<file path="config.mk">
export PLATFORM = sky130hd
export DESIGN_NAME = fetch_unit
export DESIGN_NICKNAME = d
export VERILOG_FILES = /design/src/rtl/mips_pkg.sv /design/src/rtl/if_id_reg.sv /design/src/rtl/fetch_unit.sv
export SDC_FILE = /design/constraint.sdc
export NUM_CORES = 1
export LEC_CHECK = 0
export ABC_AREA = 1
export BUFFER_PORTS_ARGS = -buffer_cell sky130_fd_sc_hd__buf_2
export CAP_MARGIN = 10
export CORE_UTILIZATION = 58
export CTS_CLUSTER_SIZE = 24
export DETAILED_ROUTE_END_ITERATION = 16
export GPL_TIMING_DRIVEN = 0
export PLACE_DENSITY = 0.87
export SKIP_LAST_GASP = 1
export SYNTH_ARGS = -nofsm -noshare
export SYNTH_HDL_FRONTEND = slang
export SYNTH_HIERARCHICAL = 1
export SYNTH_SLANG_ARGS = --single-unit
</file>
<file path="constraint.sdc">
create_clock -name clk -period 3.1 [get_ports clk]
set_input_delay 0.465 -clock clk [delete_from_list [all_inputs] [get_ports clk]]
set_output_delay 0.465 -clock clk [all_outputs]
set_load 0.005 [all_outputs]
</file>
<file path="src/rtl/mips_pkg.sv">
// Shared MIPS pipeline definitions: reset vector, NOP encoding, fetch FSM states.
package mips_pkg;

  localparam logic [31:0] RESET_VECTOR = 32'h0000_0000;
  localparam logic [31:0] INSTR_NOP    = 32'h0000_0000;

  typedef enum logic [1:0] {
    BOOT = 2'd0,
    RUN  = 2'd1,
    HALT = 2'd2
  } fetch_state_t;

endpackage

</file>
<file path="src/rtl/if_id_reg.sv">
// IF/ID pipeline register with load / hold / bubble control.
// A bubble takes precedence over a load; the pc fields hold across a bubble.
module if_id_reg
  import mips_pkg::*;
(
  input  logic        clk_i,
  input  logic        rst_ni,
  input  logic        load_i,
  input  logic        bubble_i,
  input  logic [31:0] instr_i,
  input  logic [31:0] pc_i,
  input  logic        misaligned_i,
  output logic        valid_o,
  output logic [31:0] instr_o,
  output logic [31:0] pc_o,
  output logic [31:0] pc_plus4_o,
  output logic        misaligned_o
);

  logic        valid_q, valid_d;
  logic [31:0] instr_q, instr_d;
  logic [31:0] pc_q, pc_d;
  logic [31:0] pc_plus4_q, pc_plus4_d;
  logic        mis_q, mis_d;

  // Next-state selection: hold by default, bubble clears the payload, load captures.
  always_comb begin
    valid_d    = valid_q;
    instr_d    = instr_q;
    pc_d       = pc_q;
    pc_plus4_d = pc_plus4_q;
    mis_d      = mis_q;
    if (bubble_i) begin
      valid_d = 1'b0;
      instr_d = INSTR_NOP;
      mis_d   = 1'b0;
    end else if (load_i) begin
      valid_d    = 1'b1;
      instr_d    = instr_i;
      pc_d       = pc_i;
      pc_plus4_d = pc_i + 32'd4;
      mis_d      = misaligned_i;
    end
  end

  // Register update with synchronous active-low reset.
  always_ff @(posedge clk_i) begin
    if (!rst_ni) begin
      valid_q    <= 1'b0;
      instr_q    <= INSTR_NOP;
      pc_q       <= 32'd0;
      pc_plus4_q <= 32'd0;
      mis_q      <= 1'b0;
    end else begin
      valid_q    <= valid_d;
      instr_q    <= instr_d;
      pc_q       <= pc_d;
      pc_plus4_q <= pc_plus4_d;
      mis_q      <= mis_d;
    end
  end

  assign valid_o      = valid_q;
  assign instr_o      = instr_q;
  assign pc_o         = pc_q;
  assign pc_plus4_o   = pc_plus4_q;
  assign misaligned_o = mis_q;

endmodule

</file>
<file path="src/rtl/fetch_unit.sv">
// Instruction fetch stage: PC, BOOT/RUN/HALT control, fetch counter and IF/ID register.
module fetch_unit
  import mips_pkg::*;
#(
  parameter logic [31:0] RESET_PC = RESET_VECTOR
) (
  input  logic        clk,
  input  logic        rst_n,
  output logic [31:0] imem_addr,
  input  logic [31:0] imem_data,
  input  logic        stall,
  input  logic        flush,
  input  logic        redirect_valid,
  input  logic [31:0] redirect_pc,
  input  logic        halt,
  output logic        id_valid,
  output logic [31:0] id_instr,
  output logic [31:0] id_pc,
  output logic [31:0] id_pc_plus4,
  output logic        id_misaligned,
  output logic        halted,
  output logic [31:0] fetch_count
);

  fetch_state_t state_q, state_d;
  logic [31:0]  pc_q, pc_d;
  logic         mis_q, mis_d;
  logic         halted_q, halted_d;
  logic [31:0]  count_q, count_d;
  logic         load, bubble;

  // Redirect targets are word-aligned; the dropped low bits are remembered in mis_q.
  logic [31:0] redirect_target;
  assign redirect_target = {redirect_pc[31:2], 2'b00};

  // Next-state: priority redirect > halt > flush > stall > normal fetch while running.
  always_comb begin
    state_d = state_q;
    pc_d    = pc_q;
    mis_d   = mis_q;
    count_d = count_q;
    load    = 1'b0;
    bubble  = 1'b0;
    unique case (state_q)
      BOOT: begin
        bubble  = 1'b1;
        state_d = RUN;
      end
      RUN: begin
        if (redirect_valid) begin
          bubble = 1'b1;
          pc_d   = redirect_target;
          mis_d  = |redirect_pc[1:0];
        end else if (halt) begin
          bubble  = 1'b1;
          state_d = HALT;
        end else if (flush) begin
          bubble = 1'b1;
        end else if (!stall) begin
          load    = 1'b1;
          pc_d    = pc_q + 32'd4;
          mis_d   = 1'b0;
          count_d = count_q + 32'd1;
        end
      end
      HALT: begin
        bubble = 1'b1;
        if (redirect_valid) begin
          pc_d    = redirect_target;
          mis_d   = |redirect_pc[1:0];
          state_d = RUN;
        end
      end
      default: begin
        bubble  = 1'b1;
        state_d = BOOT;
      end
    endcase
    halted_d = (state_d == HALT);
  end

  // State registers with synchronous active-low reset.
  always_ff @(posedge clk) begin
    if (!rst_n) begin
      state_q  <= BOOT;
      pc_q     <= {RESET_PC[31:2], 2'b00};
      mis_q    <= 1'b0;
      halted_q <= 1'b0;
      count_q  <= 32'd0;
    end else begin
      state_q  <= state_d;
      pc_q     <= pc_d;
      mis_q    <= mis_d;
      halted_q <= halted_d;
      count_q  <= count_d;
    end
  end

  if_id_reg u_if_id_reg (
    .clk_i        (clk),
    .rst_ni       (rst_n),
    .load_i       (load),
    .bubble_i     (bubble),
    .instr_i      (imem_data),
    .pc_i         (pc_q),
    .misaligned_i (mis_q),
    .valid_o      (id_valid),
    .instr_o      (id_instr),
    .pc_o         (id_pc),
    .pc_plus4_o   (id_pc_plus4),
    .misaligned_o (id_misaligned)
  );

  assign imem_addr   = pc_q;
  assign halted      = halted_q;
  assign fetch_count = count_q;

endmodule

</file>
### Word level (Yosys, flattened, before mapping)

Index checks and enable logic that the tools add are counted.

| word-level totals | value |
|---|---|
| register bits after elaboration | 166 |
| input port bits | 70 |
| word-level logic and storage cells | 57 |

| operators by class | value |
|---|---|
| add/subtract/negate cells | 2 |
| eq/ne operators | 7 |
| muxes and demuxes | 25 |
| bitwise operators | 6 |
| reduce and logical (&&, ||, !) cells | 7 |

Operators with widths:

| kind | count |
|---|---|
| $mux W32 | 5 |
| $pmux W32 S2 | 1 |
| $add A32 B1 Y32 const B | 1 |
| $add A32 B3 Y32 const B | 1 |
| $mux W1 | 14 |
| $reduce_and A5 Y1 | 2 |
| $ne A3 B3 Y1 const B | 3 |
| $mux W2 | 3 |
| $not A1 Y1 | 6 |
| $pmux W2 S3 | 1 |
| $eq A2 B2 Y1 const B | 2 |
| $reduce_or A2 Y1 | 2 |
| $eq A2 B1 Y1 const B | 1 |
| $logic_not A2 Y1 | 1 |
| $ne A2 B2 Y1 const B | 1 |
| $pmux W1 S2 | 1 |
| $reduce_and A2 Y1 | 1 |
| $reduce_bool A2 Y1 | 1 |

### Logic depth before layout (Yosys ltp)

Gate-level depths: netlist (run 1).

| depth | value |
|---|---|
| depth after elaboration | 6 |
| mapped depth | 17 |
| gate-level depth less buffers | 14 |

### Modules after synthesis

Netlist (run 1), hierarchy kept.

By module, submodules not included:

| module | instances | cells each | area an instance (µm²) |
|---|---|---|---|
| fetch_unit | 1 | 757 | 4,506.8 |
| if_id_reg | 1 | 617 | 4,189.0 |

### Least setup slack after synthesis (run 1)

Ideal clock, no wire load.

| timing | value |
|---|---|
| path type | reg2reg |
| from | reg state_q[1] |
| to | reg u_if_id_reg.pc_q[4], in the netlist u_if_id_reg/pc_o[4] |
| library setup time | 116 ps |
| arrival | 2,038 ps |
| setup slack | 946 ps |
| cell stages (with the launch flop) | 16 |
| path buffers | 4 |
| clock period less this slack | 2,154 ps |
| path through | dfxtp_1 -> inv_1 -> ha_1 -> inv_1 -> nor2_4 -> nand3_4 -> inv_2 -> buf_2 -> buf_4 -> inv_4 -> nor2_8 -> inv_4 -> buf_4 -> buf_4 -> nor2_1 -> nor2_1 |

RTL lines:

| what | RTL line | text |
|---|---|---|
| from (decl) | fetch_unit.sv:25 | `fetch_state_t state_q, state_d;` |
| from (signal assigned) | fetch_unit.sv:91 | `state_q <= state_d;` |
| $eq A2 B1 Y1 | fetch_unit.sv:44 | `unique case (state_q)` |
| $mux W1 | fetch_unit.sv:44 |  |
| named net load | fetch_unit.sv:30 | `logic load, bubble;` |
| $reduce_and A2 Y1 (no source line) | - |  |
| to (signal assigned) | if_id_reg.sv:57 | `pc_q <= pc_d;` |
| to (decl) | if_id_reg.sv:22 | `logic [31:0] pc_q, pc_d;` |

The timed path passes the listed nets, and every way through them passes these cells.
A chain may end at the register's enable or synchronous reset.

### Worst setup path after layout (run 1)

| timing | value |
|---|---|
| from | reg state_q[1] |
| to | reg u_if_id_reg.pc_q[10], in the netlist u_if_id_reg/pc_o[10] |

Same word-level chain as after synthesis.

==> results of run 1 <==
==> per-layer routing <==
metal | up-vias | share of wire | global-route usage
met5 | - | 0 | 0
met3 | 64 | 0.11 | 0.0666
met4 | 0 | 0.028 | 0.141
met1 | 4547 | 0.41 | 0.462
met2 | 605 | 0.46 | 0.565
li1 | 4883 | - | -
==> sequential cells by signal, indices dropped and copies added (netlist names) <==
signal                    flops
fetch_count                  32
u_if_id_reg/instr_o          32
u_if_id_reg/pc_o             32
imem_addr                    30
u_if_id_reg/pc_plus4_o       30
mis_q                         1
state_q                       2
u_if_id_reg/valid_o           1
halted                        1
u_if_id_reg/misaligned_o      1
==> cells by family (layout without fill, tap and decap cells) <==
logic type      count (synthesis)  count (layout)  share of synthesized area
buf+inv                       159             421                     0.0761
xor+xnor                        6               6                    0.00604
compound gates                207             207                      0.130
flops                         162             162                      0.373
fa+ha+maj                       7               7                     0.0101
simple gates                  832             832                      0.404
other cells                     1               4                   0.000431
==> how the worst min path moves through the flow <==
| stage | from | end | cells after the start |
|---|---|---|---|
| after floorplan | mis_q$_SDFFE_PN0P_ | u_if_id_reg/misaligned_o$_SDFFE_PP0P_ | 2 |
| after global placement | u_if_id_reg/instr_o[19]$_SDFFE_PP0P_ | u_if_id_reg/instr_o[19]$_SDFFE_PP0P_ | 2 |
| after detailed placement | u_if_id_reg/instr_o[0]$_SDFFE_PP0P_ | u_if_id_reg/instr_o[0]$_SDFFE_PP0P_ | 2 |
| after CTS | imem_data[11] | u_if_id_reg/instr_o[11]$_SDFFE_PP0P_ | 3 |
| after global routing | imem_data[18] | u_if_id_reg/instr_o[18]$_SDFFE_PP0P_ | 3 |
| final | imem_data[11] | u_if_id_reg/instr_o[11]$_SDFFE_PP0P_ | 3 |
==> power by group through the flow <==
stage	clock network, W	registers, W	logic, W
global placement	0	0.00228	0.000381
floorplan	0	0.00224	0.000230
finish	0.00216	0.00224	0.000400
global route	0.00226	0.00225	0.000440
CTS	0.00216	0.00223	0.000392
detailed placement	0	0.00228	0.000389
==> worst max-delay path, stage by stage, from the launching register on <==
cell and delay, ns:
dfxtp_1 0.35, inv_1 0.09, ha_1 0.15, inv_1 0.07, nor2_4 0.13, nand3_4 0.16, inv_2 0.21, buf_2 0.26
buf_4 0.21, inv_4 0.08, nor2_8 0.18, clkbuf_1 0.38, nand2_1 0.19, a21oi_1 0.18
==> cells in the final DEF, fill, tap and decap left out, drive strengths merged, types with 15 or more instances in the layout <==
| master | n |
|---|---|
| nand2 | 456 |
| inv | 108 |
| buf | 258 |
| o21ai | 57 |
| nor2 | 264 |
| a21oi | 118 |
| nand3 | 80 |
| clkbuf | 48 |
| a211oi | 15 |
| dfxtp | 162 |
==> final cells by class <==
cell class | instances | area [um^2] | share of cell area
plain buffers | 53 | 259 | 0.0242
clock buffers | 23 | 488 | 0.0456
clock inverters | 9 | 120 | 0.0112
inverters | 106 | 403 | 0.0377
multi-input cells | 1056 | 4800 | 0.449
flip-flops and latches | 162 | 3240 | 0.303
well taps | 184 | 230 | 0.0215
repair buffers | 230 | 1150 | 0.108
==> metrics by stage <==
step	utilization	cell area [um^2]	hold WS [ns]	total power (W)
after floorplan	-	8710	0.446	0.00247
after global placement	0.692	10100	0.445	0.00266
after detailed placement	0.692	10100	0.450	0.00267
after CTS	0.733	10700	0.280	0.00479
after global routing	0.733	10700	0.288	0.00495
final	0.733	10700	0.285	0.00480
==> flow_summary.ini, run 1 <==
[run_status]
status = finished, final reports clean

[pwr]
ir_drop_v = 0.000366
swShare = 0.260
power_density_nw_per_um2 = 449
switchingPower_w = 0.00125
pwr-share-clk = 0.450
comb_power_share = 0.083
internal_power_w = 0.00356
pwr-share-seq = 0.467
leakage_nw = 4.64

[detailed_routing]
route.detailed.drc = 0
vias = 10100
viasPerCell = 5.54
drtIter0Drc = 1180
ant_nets = 0
wl_per_cell_um = 15.3
dr.pass1.iters = 6
drt_wl_total_um = 27900

[setup_path]
critPathCaptureType = flop
reg2reg_setup_slack_ns = 0.37
crit_arrival_ns = 3.08
crit_type = flop to flop
r2r-end = u_if_id_reg/pc_o[10]$_SDFFE_PN0P_
critPathLaunchType = flop
worstSetupStartpoint = state_q[1]$_SDFF_PN0_
critPathRequiredTime_ns = 3.46
cp-endpoint = u_if_id_reg/pc_o[10]$_SDFFE_PN0P_
worst-path-max-fanout = 10
r2r_cells = 13
rr_startpoint = state_q[1]$_SDFF_PN0_

[clock_tree]
cts_sinks = 162
cts_hold_buf = 0
cts_resized = 0
clkLatencyLatePin_ns = 0.43
cts_inserted_buffers = 17
cts_tree = done
cts_root_buf = clkbuf_16
cts_buffer_depth = 2
cts.reportedPaths.clkPinSlew_ns = 0.06
postCtsSetupRepairBufs = 0
cts_max_level = 4

[floorplanning]
ioPinCount = 233
initial_utilization = 0.596
row_count = 44
die_x_um = 124
core_um2 = 14600
fp.dieArea_um2 = 15500
die_y_um = 124

[timing]
timing.final.crit_period_ns = 2.73
setup_ws_ns = 0.371
finalCritPeriodShare = 0.880
drv_slew = 0
tightestPinTransition_ns = 0.741
clock_skew_ns = 0.00804
tns_ns = 0
finalSetupViolCount = 0
rsz0062_at_grt = false
fmax_mhz = 366
hold_viol = 0
slew_headroom = 0.506

[placed_design]
io_buffers = 230
dp.cells = 1791
place_congestion = 0.987
place_hpwl_um = 21100
post-place-ws_ns = 0.415

[global_route]
grt_util_all_layers = 0.351
grt_pass1_vias = 8726
grt_antenna_before_repair = 0
grt_pass1_wl_um = 43700
grt_max_degree = 17
grt-ovfl-total = 0

[synth]
synth.most_common_cell = nand2_1
synthesis.area_um2 = 8700
ys_ff_latch = 162
yosys.area.top_type = dfxtp_1
ys_types = 44
synthCells = 1374
avgSynthCellArea_um2 = 6.33
ys.flop_type = dfxtp_1
synth-edff-count = 0
synth_seq_area_share = 0.373
ys_top_cells_by_area = dfxtp_1, nand2_1, nor2_1
ys_async_sr_fraction = 0
synth_common_cells = nand2_1, nor2_1, dfxtp_1
synth_top_area_share = 0.373
yosys_warnings = 6

[cells_and_area]
drive_gt1_frac = 0.209
final_cells = 1823
area.growth.synth_to_final_pct = 23.0
fin_nets = 1703
num_antenna_cells = 0
fill_cells = 1273

[job]
cap_violations = 0

[min_path]
holdCritPathClass = input pin to flop
Power figures use the tool's default switching activity.
==> run 2: changes to the inputs <==
- ABC_AREA: 1 -> 0
- CAP_MARGIN: 10 -> unset
- CORE_UTILIZATION: 58 -> 55
- CTS_BUF_LIST: unset -> sky130_fd_sc_hd__clkbuf_4 sky130_fd_sc_hd__clkbuf_8 sky130_fd_sc_hd__clkbuf_16
- PLACE_DENSITY: 0.87 -> 0.85
==> flow_summary.ini, run 2 <==
[synth]
ys_types = 59
synthesis.area_um2 = 7440
ys_ff_latch = 162
ys_async_sr_fraction = 0
synthMuxAreaShare = 0.0471
synth_xor_area_frac = 0.0389
avgSynthCellArea_um2 = 8.36
synth_fa_ha_area_frac = 0.0118
synthCells = 890
ys.flop_type = dfxtp_1
synth_common_cells = dfxtp_1, nand2_1, nor2_1
ys_top_cells_by_area = dfxtp_1, nand2_1, a21oi_1
synth-compound-area-share = 0.178
synth-edff-count = 0
synth_top_family_by_area = simple AND/OR/NAND/NOR gates
synth.most_common_cell = dfxtp_1
yosys_warnings = 6
synth_top_area_share = 0.436
synthSimpleGateAreaFrac = 0.246
yosys.area.top_type = dfxtp_1
synth_seq_area_share = 0.436

[clock_tree]
cts_tree = done
cts_inserted_buffers = 17
cts_sinks = 162
clkLatencyLatePin_ns = 0.43
cts_root_buf = clkbuf_16
cts.reportedPaths.clkPinSlew_ns = 0.06
cts_hold_buf = 0
cts_buffer_depth = 2
cts_max_level = 4

[timing]
finalCritPeriodShare = 0.932
fmax_mhz = 346
tns_ns = 0
tightestPinTransition_ns = 0.913
clock_skew_ns = 0.0151
finalSetupViolCount = 0
drv_slew = 0
slew_headroom = 0.386
timing.final.crit_period_ns = 2.89
hold_viol = 0

[setup_path]
rr_startpoint = state_q[1]$_SDFF_PN0_
crit_arrival_ns = 3.23
crit_slowest_cell = clkbuf_1
reg2reg_setup_slack_ns = 0.21
crit_chain = inv_1 > ha_1 > nor4b_4 > inv_1 > nor2_2 > clkbuf_4 > nor2b_1 > clkbuf_2 > clkbuf_1 > nand2_1 > a21oi_1
worstSetupStartpoint = state_q[1]$_SDFF_PN0_
crit_buf_inv = 5
crit_path_frequent_cell = inv_1
critPathCaptureType = flop
critPathRequiredTime_ns = 3.44
critical_path.top_delay_family = buffers and inverters
critPathLaunchType = flop
crit_type = flop to flop
cpPeakStageDelay_ns = 0.44
worst-path-max-fanout = 10

[cells_and_area]
utilization = 0.718
final_common_cell = buf_2
area.growth.synth_to_final_pct = 27.4
final_cell_mix = buf_2, dfxtp_1, nand2_1
fin_nets = 1220
final_cells = 1333
drive_gt1_frac = 0.253

[floorplanning]
die_x_um = 118
initial_utilization = 0.564
ioPinCount = 233
core_um2 = 13200
die_y_um = 118
row_count = 42
fp.dieArea_um2 = 14000

[placed_design]
io_buffers = 230
place_congestion = 0.910
dp.cells = 1299
place_hpwl_um = 16400

[min_path]
holdCritPathClass = input pin to flop
hold_start = imem_data[7]

[global_route]
grt_pass1_wl_um = 36400
grt_antenna_before_repair = 2
grt_util_all_layers = 0.325
grt-ovfl-total = 0
grt_pass1_vias = 7256
grt_max_degree = 17

[pwr]
ir_drop_v = 0.000358
power_density_nw_per_um2 = 515
leakage_nw = 3.80
p_total_w = 0.00488

[detailed_routing]
drtIter0Drc = 869
dr.pass1.iters = 7
drt_wl_total_um = 23100
vias = 7980
ant_nets = 0
route.detailed.drc = 0
viasPerCell = 5.99
wl_per_cell_um = 17.3

[job]
cap_violations = 0

[run_status]
status = finished, final reports clean
-- run 2: cell types whose count changed in the layout (fill, tap and decap cells not counted), moves of 35 or more --
| cell | previous run | this run |
|---|---|---|
| a21oi_1 | 118 | 72 |
| inv_1 | 94 | 20 |
| mux2i_1 | 0 | 35 |
| nand2_1 | 449 | 109 |
| nand3_1 | 76 | 32 |
| nor2_1 | 236 | 78 |
-- run 2: logic make-up after synthesis --
| group | count (synthesis) |
|---|---|
| AOI/OAI and AO/OA | 218 |
| xor gates and xnor gates | 33 |
| adders and majority gates | 7 |
| buffers and inverters | 77 |
| DFF | 162 |
| muxes | 35 |
| other | 1 |
| and+or+nand+nor | 357 |
-- run 2: final timing paths --
| path | to | cells after the start |
|---|---|---|
| hold reg to reg | u_if_id_reg/pc_o[31]$_SDFFE_PN0P_ | 2 |
| hold / removal | u_if_id_reg/instr_o[7]$_SDFFE_PP0P_ | 3 |
| setup / recovery | u_if_id_reg/pc_plus4_o[3]$_SDFFE_PN0P_ | 11 |
| setup reg to reg | u_if_id_reg/pc_plus4_o[3]$_SDFFE_PN0P_ | 11 |
-- run 2: area by class of cell --
class                           instances  area [um^2]
Multi-Input combinational cell        654         3900
Fill cell                            1037         3710
Sequential cell                       162         3240
Timing Repair Buffer                  231         1160
Clock buffer                           19          447
Buffer                                 57          243
Tap cell                              176          220
Clock inverter                         12          183
Inverter                               20         75.1
Antenna cell                            2         5.00
-- run 2: per-layer routing --
layer  GRT usage  share of wire
met2       0.515           0.46
met4       0.166          0.032
met1       0.407           0.40
met3      0.0849          0.099
met5           0              0
-- run 2: timing repair --
action / in CTS / in global routing
gates resized for setup: 6 / 4
endpoints found under the setup margin: 57 / 57
hold endpoints to repair: 0 / 0
gates cloned: 0 / 0
buffers inserted: 1 / 0
-- run 2: stage by stage --
stage               setup WS [ns]  cell area [um^2]  hold WS, ns
CTS                         0.115              9470        0.266
finish                      0.212              9480        0.272
detailed placement         -0.364              8820        0.445
global route              -0.0168              9480        0.273
floorplan                   0.517              7450        0.432
global placement           -0.236              8820        0.438
-- run 2: worst min-delay path, delay by kind of cell --
family / cells / cell delay, ns
buffers and inverters: 1 / 0.07
multiplexers: 1 / 0.05
AND/OR/NAND/NOR: 1 / 0.07
-- run 2: where the power goes --
group          leakage, nW  switching [W]  internal, W
Combinational         2.19       0.000223     0.000159
Clock                0.299       0.000869      0.00138
Sequential            1.31       0.000130      0.00212
